===== src/rtl/multicycle_core.sv =====
// multicycle_core: unpipelined RV32I-subset core, one instruction per
// FETCH/DECODE/EXEC[/MEM]/WB pass, with illegal-instruction and
// misalignment halt (TRAP).
//
// Ports:
//   clk, rst_n            core clock, asynchronous active-low reset
//   step                  (only with MULTICYCLE_CORE_STEP_EN) advance gate
//   imem_req/addr/ack/rdata   instruction fetch, ack sampled in the req cycle
//   dmem_req/we/addr/wdata/ack/rdata   data load/store, held until ack
//   dbg_sel/dbg_data      combinational register read (x0 and out-of-range
//                         indices read 0)
//   pc, state, trap       current PC, FSM encoding, halted flag
//
// Build option: define MULTICYCLE_CORE_STEP_EN to add the step input; FETCH
// then completes only on a cycle with step=1 and imem_ack=1.
module multicycle_core #(
  parameter logic [31:0] RESET_PC = 32'h0000_0000,
  parameter int          NREGS    = 32
) (
  input  logic        clk,
  input  logic        rst_n,
`ifdef MULTICYCLE_CORE_STEP_EN
  input  logic        step,
`endif
  output logic        imem_req,
  output logic [31:0] imem_addr,
  input  logic        imem_ack,
  input  logic [31:0] imem_rdata,
  output logic        dmem_req,
  output logic        dmem_we,
  output logic [31:0] dmem_addr,
  output logic [31:0] dmem_wdata,
  input  logic        dmem_ack,
  input  logic [31:0] dmem_rdata,
  input  logic [4:0]  dbg_sel,
  output logic [31:0] dbg_data,
  output logic [31:0] pc,
  output logic [2:0]  state,
  output logic        trap
);

  localparam int unsigned XLEN   = 32;
  localparam int unsigned NRF    = 32;
  localparam logic [5:0]  NREG_L = 6'(NREGS);

  localparam logic [6:0] OPC_OP     = 7'b0110011;
  localparam logic [6:0] OPC_OPIMM  = 7'b0010011;
  localparam logic [6:0] OPC_LUI    = 7'b0110111;
  localparam logic [6:0] OPC_AUIPC  = 7'b0010111;
  localparam logic [6:0] OPC_LOAD   = 7'b0000011;
  localparam logic [6:0] OPC_STORE  = 7'b0100011;
  localparam logic [6:0] OPC_BRANCH = 7'b1100011;
  localparam logic [6:0] OPC_JAL    = 7'b1101111;
  localparam logic [6:0] OPC_JALR   = 7'b1100111;
  localparam logic [6:0] F7_ALT     = 7'b0100000;

  typedef enum logic [2:0] {
    S_FETCH  = 3'd0,
    S_DECODE = 3'd1,
    S_EXEC   = 3'd2,
    S_MEM    = 3'd3,
    S_WB     = 3'd4,
    S_TRAP   = 3'd5
  } state_e;

  state_e            r_state;
  state_e            w_state_nxt;
  logic [XLEN-1:0]   r_pc;
  logic [XLEN-1:0]   r_ir;
  logic [XLEN-1:0]   r_a;
  logic [XLEN-1:0]   r_b;
  logic [XLEN-1:0]   r_imm;
  logic [XLEN-1:0]   r_alu;
  // Sized to the full 5-bit index space; indices >= NREGS trap in DECODE,
  // so the upper half is never written when NREGS=16.
  logic [XLEN-1:0]   r_regs [NRF];

  logic              w_step_ok;
`ifdef MULTICYCLE_CORE_STEP_EN
  assign w_step_ok = step;
`else
  assign w_step_ok = 1'b1;
`endif

  // Instruction field decode from the instruction register
  logic [6:0] w_opcode;
  logic [4:0] w_rd;
  logic [2:0] w_f3;
  logic [4:0] w_rs1;
  logic [4:0] w_rs2;
  logic [6:0] w_f7;
  assign w_opcode = r_ir[6:0];
  assign w_rd     = r_ir[11:7];
  assign w_f3     = r_ir[14:12];
  assign w_rs1    = r_ir[19:15];
  assign w_rs2    = r_ir[24:20];
  assign w_f7     = r_ir[31:25];

  logic w_is_op, w_is_opimm, w_is_lui, w_is_auipc, w_is_load;
  logic w_is_store, w_is_branch, w_is_jal, w_is_jalr;
  assign w_is_op     = (w_opcode == OPC_OP);
  assign w_is_opimm  = (w_opcode == OPC_OPIMM);
  assign w_is_lui    = (w_opcode == OPC_LUI);
  assign w_is_auipc  = (w_opcode == OPC_AUIPC);
  assign w_is_load   = (w_opcode == OPC_LOAD);
  assign w_is_store  = (w_opcode == OPC_STORE);
  assign w_is_branch = (w_opcode == OPC_BRANCH);
  assign w_is_jal    = (w_opcode == OPC_JAL);
  assign w_is_jalr   = (w_opcode == OPC_JALR);

  // Supported encodings only; SLTU/SLTIU/byte/half accesses are illegal here
  logic w_legal;
  always_comb begin
    w_legal = 1'b0;
    if (w_is_op)
      w_legal = ((w_f7 == 7'd0) && (w_f3 != 3'b011)) ||
                ((w_f7 == F7_ALT) && ((w_f3 == 3'b000) || (w_f3 == 3'b101)));
    else if (w_is_opimm)
      w_legal = (w_f3 == 3'b000) || (w_f3 == 3'b010) || (w_f3 == 3'b100) ||
                (w_f3 == 3'b110) || (w_f3 == 3'b111) ||
                ((w_f3 == 3'b001) && (w_f7 == 7'd0)) ||
                ((w_f3 == 3'b101) && ((w_f7 == 7'd0) || (w_f7 == F7_ALT)));
    else if (w_is_lui || w_is_auipc || w_is_jal)
      w_legal = 1'b1;
    else if (w_is_load || w_is_store)
      w_legal = (w_f3 == 3'b010);
    else if (w_is_branch)
      w_legal = (w_f3 == 3'b000) || (w_f3 == 3'b001) ||
                (w_f3 == 3'b100) || (w_f3 == 3'b101);
    else if (w_is_jalr)
      w_legal = (w_f3 == 3'b000);
  end

  // Only register fields the format actually uses are range-checked
  logic w_uses_rd, w_uses_rs1, w_uses_rs2, w_idx_bad;
  assign w_uses_rd  = w_is_op | w_is_opimm | w_is_lui | w_is_auipc |
                      w_is_load | w_is_jal | w_is_jalr;
  assign w_uses_rs1 = w_is_op | w_is_opimm | w_is_load | w_is_store |
                      w_is_branch | w_is_jalr;
  assign w_uses_rs2 = w_is_op | w_is_store | w_is_branch;
  assign w_idx_bad  = (w_uses_rd  && ({1'b0, w_rd}  >= NREG_L)) ||
                      (w_uses_rs1 && ({1'b0, w_rs1} >= NREG_L)) ||
                      (w_uses_rs2 && ({1'b0, w_rs2} >= NREG_L));

  // Sign-extended immediate by format
  logic [XLEN-1:0] w_imm;
  always_comb begin
    w_imm = '0;
    if (w_is_opimm || w_is_load || w_is_jalr)
      w_imm = {{20{r_ir[31]}}, r_ir[31:20]};
    else if (w_is_store)
      w_imm = {{20{r_ir[31]}}, r_ir[31:25], r_ir[11:7]};
    else if (w_is_branch)
      w_imm = {{19{r_ir[31]}}, r_ir[31], r_ir[7], r_ir[30:25], r_ir[11:8], 1'b0};
    else if (w_is_lui || w_is_auipc)
      w_imm = {r_ir[31:12], 12'd0};
    else if (w_is_jal)
      w_imm = {{11{r_ir[31]}}, r_ir[31], r_ir[19:12], r_ir[20], r_ir[30:21], 1'b0};
  end

  logic [XLEN-1:0] w_rs1_val, w_rs2_val;
  assign w_rs1_val = (w_rs1 == 5'd0) ? '0 : r_regs[w_rs1];
  assign w_rs2_val = (w_rs2 == 5'd0) ? '0 : r_regs[w_rs2];

  // ALU on latched operands
  logic [XLEN-1:0] w_op2, w_alu, w_result;
  logic [4:0]      w_shamt;
  assign w_op2   = w_is_op ? r_b : r_imm;
  assign w_shamt = w_op2[4:0];
  always_comb begin
    w_alu = '0;
    case (w_f3)
      3'b000: w_alu = (w_is_op && w_f7[5]) ? (r_a - w_op2) : (r_a + w_op2);
      3'b001: w_alu = r_a << w_shamt;
      3'b010: w_alu = XLEN'($signed(r_a) < $signed(w_op2));
      3'b100: w_alu = r_a ^ w_op2;
      3'b101: w_alu = w_f7[5] ? XLEN'($signed(r_a) >>> w_shamt) : (r_a >> w_shamt);
      3'b110: w_alu = r_a | w_op2;
      3'b111: w_alu = r_a & w_op2;
      default: w_alu = '0;
    endcase
  end

  logic [XLEN-1:0] w_pc4, w_pc_imm, w_jalr_tgt, w_jump_tgt, w_addr;
  assign w_pc4      = r_pc + 32'd4;
  assign w_pc_imm   = r_pc + r_imm;
  assign w_addr     = r_a + r_imm;
  assign w_jalr_tgt = w_addr & ~32'd1;
  assign w_jump_tgt = w_is_jalr ? w_jalr_tgt : w_pc_imm;

  always_comb begin
    w_result = w_alu;
    if (w_is_lui)                     w_result = r_imm;
    else if (w_is_auipc)              w_result = w_pc_imm;
    else if (w_is_load || w_is_store) w_result = w_addr;
    else if (w_is_jal || w_is_jalr)   w_result = w_pc4;
  end

  logic w_taken;
  always_comb begin
    w_taken = 1'b0;
    case (w_f3)
      3'b000: w_taken = (r_a == r_b);
      3'b001: w_taken = (r_a != r_b);
      3'b100: w_taken = ($signed(r_a) < $signed(r_b));
      3'b101: w_taken = ($signed(r_a) >= $signed(r_b));
      default: w_taken = 1'b0;
    endcase
  end

  // Misaligned data address or control-transfer target halts before any request
  logic w_misaligned;
  assign w_misaligned = ((w_is_load || w_is_store) && (w_addr[1:0] != 2'b00)) ||
                        ((w_is_jal || w_is_jalr) && (w_jump_tgt[1:0] != 2'b00)) ||
                        (w_is_branch && w_taken && (w_pc_imm[1:0] != 2'b00));

  // Next-state and handshake outputs
  always_comb begin
    w_state_nxt = r_state;
    imem_req    = 1'b0;
    dmem_req    = 1'b0;
    dmem_we     = 1'b0;
    case (r_state)
      S_FETCH: begin
        imem_req = 1'b1;
        if (imem_ack && w_step_ok) w_state_nxt = S_DECODE;
      end
      S_DECODE: w_state_nxt = (!w_legal || w_idx_bad) ? S_TRAP : S_EXEC;
      S_EXEC: begin
        if (w_misaligned)                 w_state_nxt = S_TRAP;
        else if (w_is_load || w_is_store) w_state_nxt = S_MEM;
        else if (w_is_branch)             w_state_nxt = S_FETCH;
        else                              w_state_nxt = S_WB;
      end
      S_MEM: begin
        dmem_req = 1'b1;
        dmem_we  = w_is_store;
        if (dmem_ack) w_state_nxt = w_is_store ? S_FETCH : S_WB;
      end
      S_WB:    w_state_nxt = S_FETCH;
      S_TRAP:  w_state_nxt = S_TRAP;
      default: w_state_nxt = S_TRAP;
    endcase
    // Requests are suppressed for the whole time reset is held
    if (!rst_n) begin
      imem_req = 1'b0;
      dmem_req = 1'b0;
      dmem_we  = 1'b0;
    end
  end

  // State and datapath registers
  always_ff @(posedge clk or negedge rst_n) begin
    if (!rst_n) begin
      r_state <= S_FETCH;
      r_pc    <= RESET_PC;
      r_ir    <= '0;
      r_a     <= '0;
      r_b     <= '0;
      r_imm   <= '0;
      r_alu   <= '0;
    end else begin
      r_state <= w_state_nxt;
      case (r_state)
        S_FETCH: if (imem_ack && w_step_ok) r_ir <= imem_rdata;
        S_DECODE: begin
          r_a   <= w_rs1_val;
          r_b   <= w_rs2_val;
          r_imm <= w_imm;
        end
        S_EXEC: begin
          r_alu <= w_result;
          if (w_is_branch && !w_misaligned) r_pc <= w_taken ? w_pc_imm : w_pc4;
        end
        S_MEM: begin
          if (dmem_ack) begin
            if (w_is_store) r_pc  <= w_pc4;
            else            r_alu <= dmem_rdata;
          end
        end
        S_WB: r_pc <= (w_is_jal || w_is_jalr) ? w_jump_tgt : w_pc4;
        default: ;
      endcase
    end
  end

  // Register file: not reset, x0 writes dropped
  always_ff @(posedge clk) begin
    if ((r_state == S_WB) && (w_rd != 5'd0)) r_regs[w_rd] <= r_alu;
  end

  assign dbg_data   = ((dbg_sel == 5'd0) || ({1'b0, dbg_sel} >= NREG_L)) ? '0 : r_regs[dbg_sel];
  assign imem_addr  = r_pc;
  assign dmem_addr  = r_alu;
  assign dmem_wdata = r_b;
  assign pc         = r_pc;
  assign state      = r_state;
  assign trap       = (r_state == S_TRAP);

endmodule


===== config.mk =====
export PLATFORM = sky130hd
export DESIGN_NAME = multicycle_core
export DESIGN_NICKNAME = d
export VERILOG_FILES = /design/src/rtl/multicycle_core.sv
export SDC_FILE = /design/constraint.sdc
export NUM_CORES = 2
export LEC_CHECK = 0
export CAP_MARGIN = 10
export CORE_ASPECT_RATIO = 1.75
export CORE_UTILIZATION = 50
export DETAILED_ROUTE_END_ITERATION = 10
export GPL_ROUTABILITY_DRIVEN = 0
export GPL_TIMING_DRIVEN = 0
export PLACE_DENSITY_LB_ADDON = 0.1
export SKIP_CTS_REPAIR_TIMING = 1
export SYNTH_ARGS = -nofsm -noshare
export SYNTH_HDL_FRONTEND = slang
export SYNTH_SLANG_ARGS = --single-unit
export TNS_END_PERCENT = 20

===== constraint.sdc =====
create_clock -name clk -period 8.9 [get_ports clk]
set_input_delay 1.78 -clock clk [delete_from_list [all_inputs] [get_ports clk]]
set_output_delay 1.78 -clock clk [all_outputs]
set_load 0.005 [all_outputs]

==> key figures, run 1 <==
Outcome
  – Stop Error: [ERROR GRT-0116] Global routing finished with congestion. Check the congestion regions in the DRC Viewer.
  – Halt Stage: global routing (5_1_grt)
  – Status: aborted with a tool error

Logic synthesis
  – Number of synthesis warnings: 0
  – Synth Flop Type: edfxtp_1
  – Synth area leader: edfxtp_1
  – Synth top area share: 38.4%
  – Post-synth EDFFs: 1024
  – Post-Synthesis Cells: 5966
  – Cell variety after synth: 99
  – Synth top cells by count: edfxtp_1, mux4_2, clkbuf_1
  – Ys async rst share: 16.0%
  – Register area share after synthesis: 44.5%
  – Synth area leaders: edfxtp_1, mux4_2, dfrtp_1
  – Synth Cell Area: 0.0801 mm2
  – Flops & latches, synth: 1219
  – Synthesized area per cell: 13.4 um2
  – Top-count cell post-synth: edfxtp_1

Clock tree
  – H-Tree Depth: 3
  – Root buffer cell: clkbuf_16
  – Clock sinks: 1219
  – Total CTS buffers: 114
  – CTS Buffer Depth: 3

Die
  – Die H: 531 um
  – I/O pin cnt: 240
  – Die X: 304 um
  – FP Rows: 193
  – Starting Density: 50.5%

Global route
  – GRT Total Usage: 69.1%
  – Vias in the first global route: 80.5k
  – Overflow after GRT: 1438
  – Largest net degree at the start of global routing: 96
  – First-pass GRT wire length: 774000 um

Placed design
  – Port Buf Inserts: 236
  – HPWL Detailed: 327000 um
  – Pre-CTS setup slack: 0.0740 ns
per-stage QoR:
step	area, um2	instances
floorplan	80200	5997
global placement	85100	8280
detailed placement	87400	8408
CTS	91400	8624
cell families after synthesis:
| group | Yosys count | share of synthesized area, % |
|---|---|---|
| other cells | 1 | 0.00468 |
| compound gates | 1419 | 11.9 |
| mux | 1168 | 28.9 |
| simple gates | 1147 | 6.81 |
| xor+xnor | 117 | 1.28 |
| flops | 1219 | 44.5 |
| buf+inv | 706 | 3.60 |
| fa+ha+maj | 189 | 2.98 |
layer usage:
metal,track usage [%],overflow
met5,33.9,4
met3,55.7,51
met2,86.6,846
met4,66.7,509
met1,66.7,28
==> run 2: changes to the inputs <==
CORE_ASPECT_RATIO = unset   (was 1.75)
CORE_UTILIZATION = 35   (was 50)
PLACE_DENSITY_LB_ADDON = 0.15   (was 0.1)
==> run 2 against run 1 <==
  * The flow now finishes, with violations (DRC, capacitance limit, slew limit)
  * Synthesized area stayed put
  * Synthesized cell count stayed put
==> key figures, run 2 <==
STA
  – Final Slew Violations: 3
  – Final Hold Vio Count: 0
  – Worst slew margin: -3.57%
  – Fin worst setup slack: 0.907 ns
  – Least-Margin Pin Slew: 1.54 ns
  – F_max: 0.125 GHz
  – Final worst-path cycle share: 89.8%
  – Setup TNS: 0 ns
  – RSZ-0062 raised after global routing: no
  – Setup violations, final: 0
  – Tmin final: 7.99 ns
  – Clock Skew: 0.0410 ns

Pwr
  – Total power: 12700 uW
  – Worst vdd ir: 0.226 mV
  – Power per Cell Area: 135 mW/mm2
  – P_leak: 0.0271 uW

Clock tree
  – Clk Latency, worst-skew pair: 0.84 ns
  – Root buffer cell: clkbuf_16
  – Total CTS buffers: 146 (+28%)
  – CTS Buffer Depth: 3 (unchanged)
  – CTS tree: yes
  – H-Tree Depth: 4 (+1)
  – Worst-path clk slew: 0.05 ns
  – Clock sinks: 1219 (unchanged)

Global route
  – Initial antenna violation count: 27
  – First-pass GRT wire length: 568000 um
  – Overflow after GRT: 0
  – GRT Total Usage: 36.6%
  – Largest net degree at the start of global routing: 82
  – Vias in the first global route: 64.3k

Die
  – I/O pin cnt: 240 (unchanged)
  – Die Area: 0.231 mm2
  – Die X: 480 um (+58%)
  – Starting Density: 35.2% (-15 points)
  – FP Rows: 175 (-9.3%)
  – Die H: 480 um (-9.6%)
  – Core area: 0.227 mm2

Outcome
  – Status: finished, violations left
  – Failing checks: DRC, capacitance limit, slew limit

Detailed routing
  – Detail Route Antenna Nets: 0
  – DRC: 3
  – Max layer used: met5
  – Drt pass-1 iters: 11
  – Detailed Route Iter0 Violations: 12.7k
  – Via Count: 68.2k
  – Met2 WL: 177000 um
  – Routed len/inst: 44.3 um
  – Drt via density: 7.04
  – Met3 wire len: 59700 um
  – Metal-1 WL: 149000 um
  – Final WL: 429000 um

Logic synthesis
  – Post-synth EDFFs: 1024 (unchanged)
  – Top-count cell post-synth: edfxtp_1
  – Cell variety after synth: 99 (unchanged)
  – Ys async rst share: 16.0% (unchanged)
  – Synth Cell Area: 0.0801 mm2 (unchanged)
  – Synthesized area per cell: 13.4 um2 (unchanged)
  – Flops & latches, synth: 1219 (unchanged)
  – Synth Flop Type: edfxtp_1
  – Register area share after synthesis: 44.5% (unchanged)
  – Synth top cells by count: edfxtp_1, mux4_2, clkbuf_1
  – Synth area leaders: edfxtp_1, mux4_2, dfrtp_1
  – Synth area leader: edfxtp_1
  – Synth top area share: 38.4% (unchanged)
  – Number of synthesis warnings: 0 (unchanged)
  – Post-Synthesis Cells: 5966 (unchanged)

Setup path
  – Crit path kind: input port to output port
  – Worst Path Required: 7.12 ns
  – Crit path max fanout: 10
  – Register-to-Register Path Depth: 21
  – Crit path DAT: 6.21 ns
  – CP startpoint kind: input port
  – CP endpoint: dbg_data[27]
  – Crit path launch: dbg_sel[1]
  – Internal reg-to-reg setup slack: 1.23 ns
  – Reg-to-reg endpoint: dmem_addr[11]
  – CP endpoint kind: output port
  – Reg2Reg Launch Point: r_ir[5]

Placed design
  – Port Buf Inserts: 236 (unchanged)
  – Placed Cells: 9387 (+12%)
  – HPWL Detailed: 323000 um (-1.3%)
  – Pre-CTS setup slack: 0.818 ns (+0.744 ns)
  – Placed cell areas: 0.0891 mm2 (+1.9%)

Layout
  – FILL cells: 21.1k
  – Most flops, register: r_regs
  – Most common cell after layout, fill and taps aside: edfxtp_1
  – Most frequent cells in the layout: edfxtp_1, mux4_2, clkbuf_1
  – Post-route cell area: 0.0942 mm2
  – Area grow syn2layout: 17.7%
  – Layout cells sized above 1: 24.7%
  – Final Net Count: 6805
  – Max reg flops: 1024
  – Final non-filler cell total: 9686

Flow run
  – MaxCap Viol Count: 3

Hold path
  – Worst min path class: flop to flop
-- run 2: cells by family (layout without fill, tap and decap cells) --
kind of cell,Yosys count,after routing,share of synthesized area [%]
AOI/OAI and AO/OA,1419,1419,11.9
xor gates and xnor gates,117,117,1.28
adders and majority gates,189,189,2.98
buffers and inverters,706,1369,3.60
DFF,1219,1219,44.5
muxes,1168,1168,28.9
other,1,49,0.00468
and+or+nand+nor,1147,1147,6.81
-- run 2: report_power, final --
part / total (uW) / switching, uW / internal (uW)
clock network: 6200 / 2670 / 3520
registers: 6120 / 2.91 / 6120
logic: 386 / 241 / 145
-- run 2: area by class of cell --
type	count	area, um2	area share, %
multi-input cells	4072	41900	44.5
flip-flops and latches	1219	35700	37.9
repair buffers	398	5070	5.39
clock buffers	183	3910	4.15
well taps	3009	3760	4.00
plain buffers	527	2250	2.39
clock inverters	82	941	0.999
inverters	179	672	0.713
diodes	17	42.5	0.0452
-- run 2: through the flow --
| stage | hold slack [ns] | utilization (%) |
|---|---|---|
| floorplan | 0.498 | - |
| global placement | 0.555 | 38.0 |
| detailed placement | 0.553 | 39.2 |
| CTS | 0.577 | 41.3 |
| global route | 0.588 | 41.4 |
| finish | 0.570 | 41.4 |
-- run 2: worst min-delay path by stage --
stage | from | to | slack (ns) | cells past startpoint
floorplan | r_ir[27] | r_imm[7] | 0.50 | 1
global placement | r_ir[2] | r_ir[2] | 0.55 | 1
finish | r_ir[27] | r_imm[7] | 0.57 | 1
detailed placement | r_ir[2] | r_ir[2] | 0.55 | 1
CTS | r_ir[2] | r_ir[2] | 0.58 | 1
global route | r_ir[27] | r_imm[7] | 0.59 | 1
-- run 2: layer usage --
| metal | up-vias | global-route usage, % |
|---|---|---|
| met5 | - | 0.0207 |
| met2 | 6036 | 52.0 |
| met3 | 1625 | 13.1 |
| met4 | 22 | 29.5 |
| met1 | 34900 | 44.9 |
| li1 | 25700 | - |
-- run 2: critical path: stages --
cell             delay (ns)
clkbuf_1               0.36
clkbuf_1               0.91
clkbuf_1               1.04
mux4_2                 0.43
mux4_2                 0.39
mux2i_1                0.11
nor2_1                 0.51
clkdlybuf4s50_1        0.63
(Power assumes the default switching activity.)
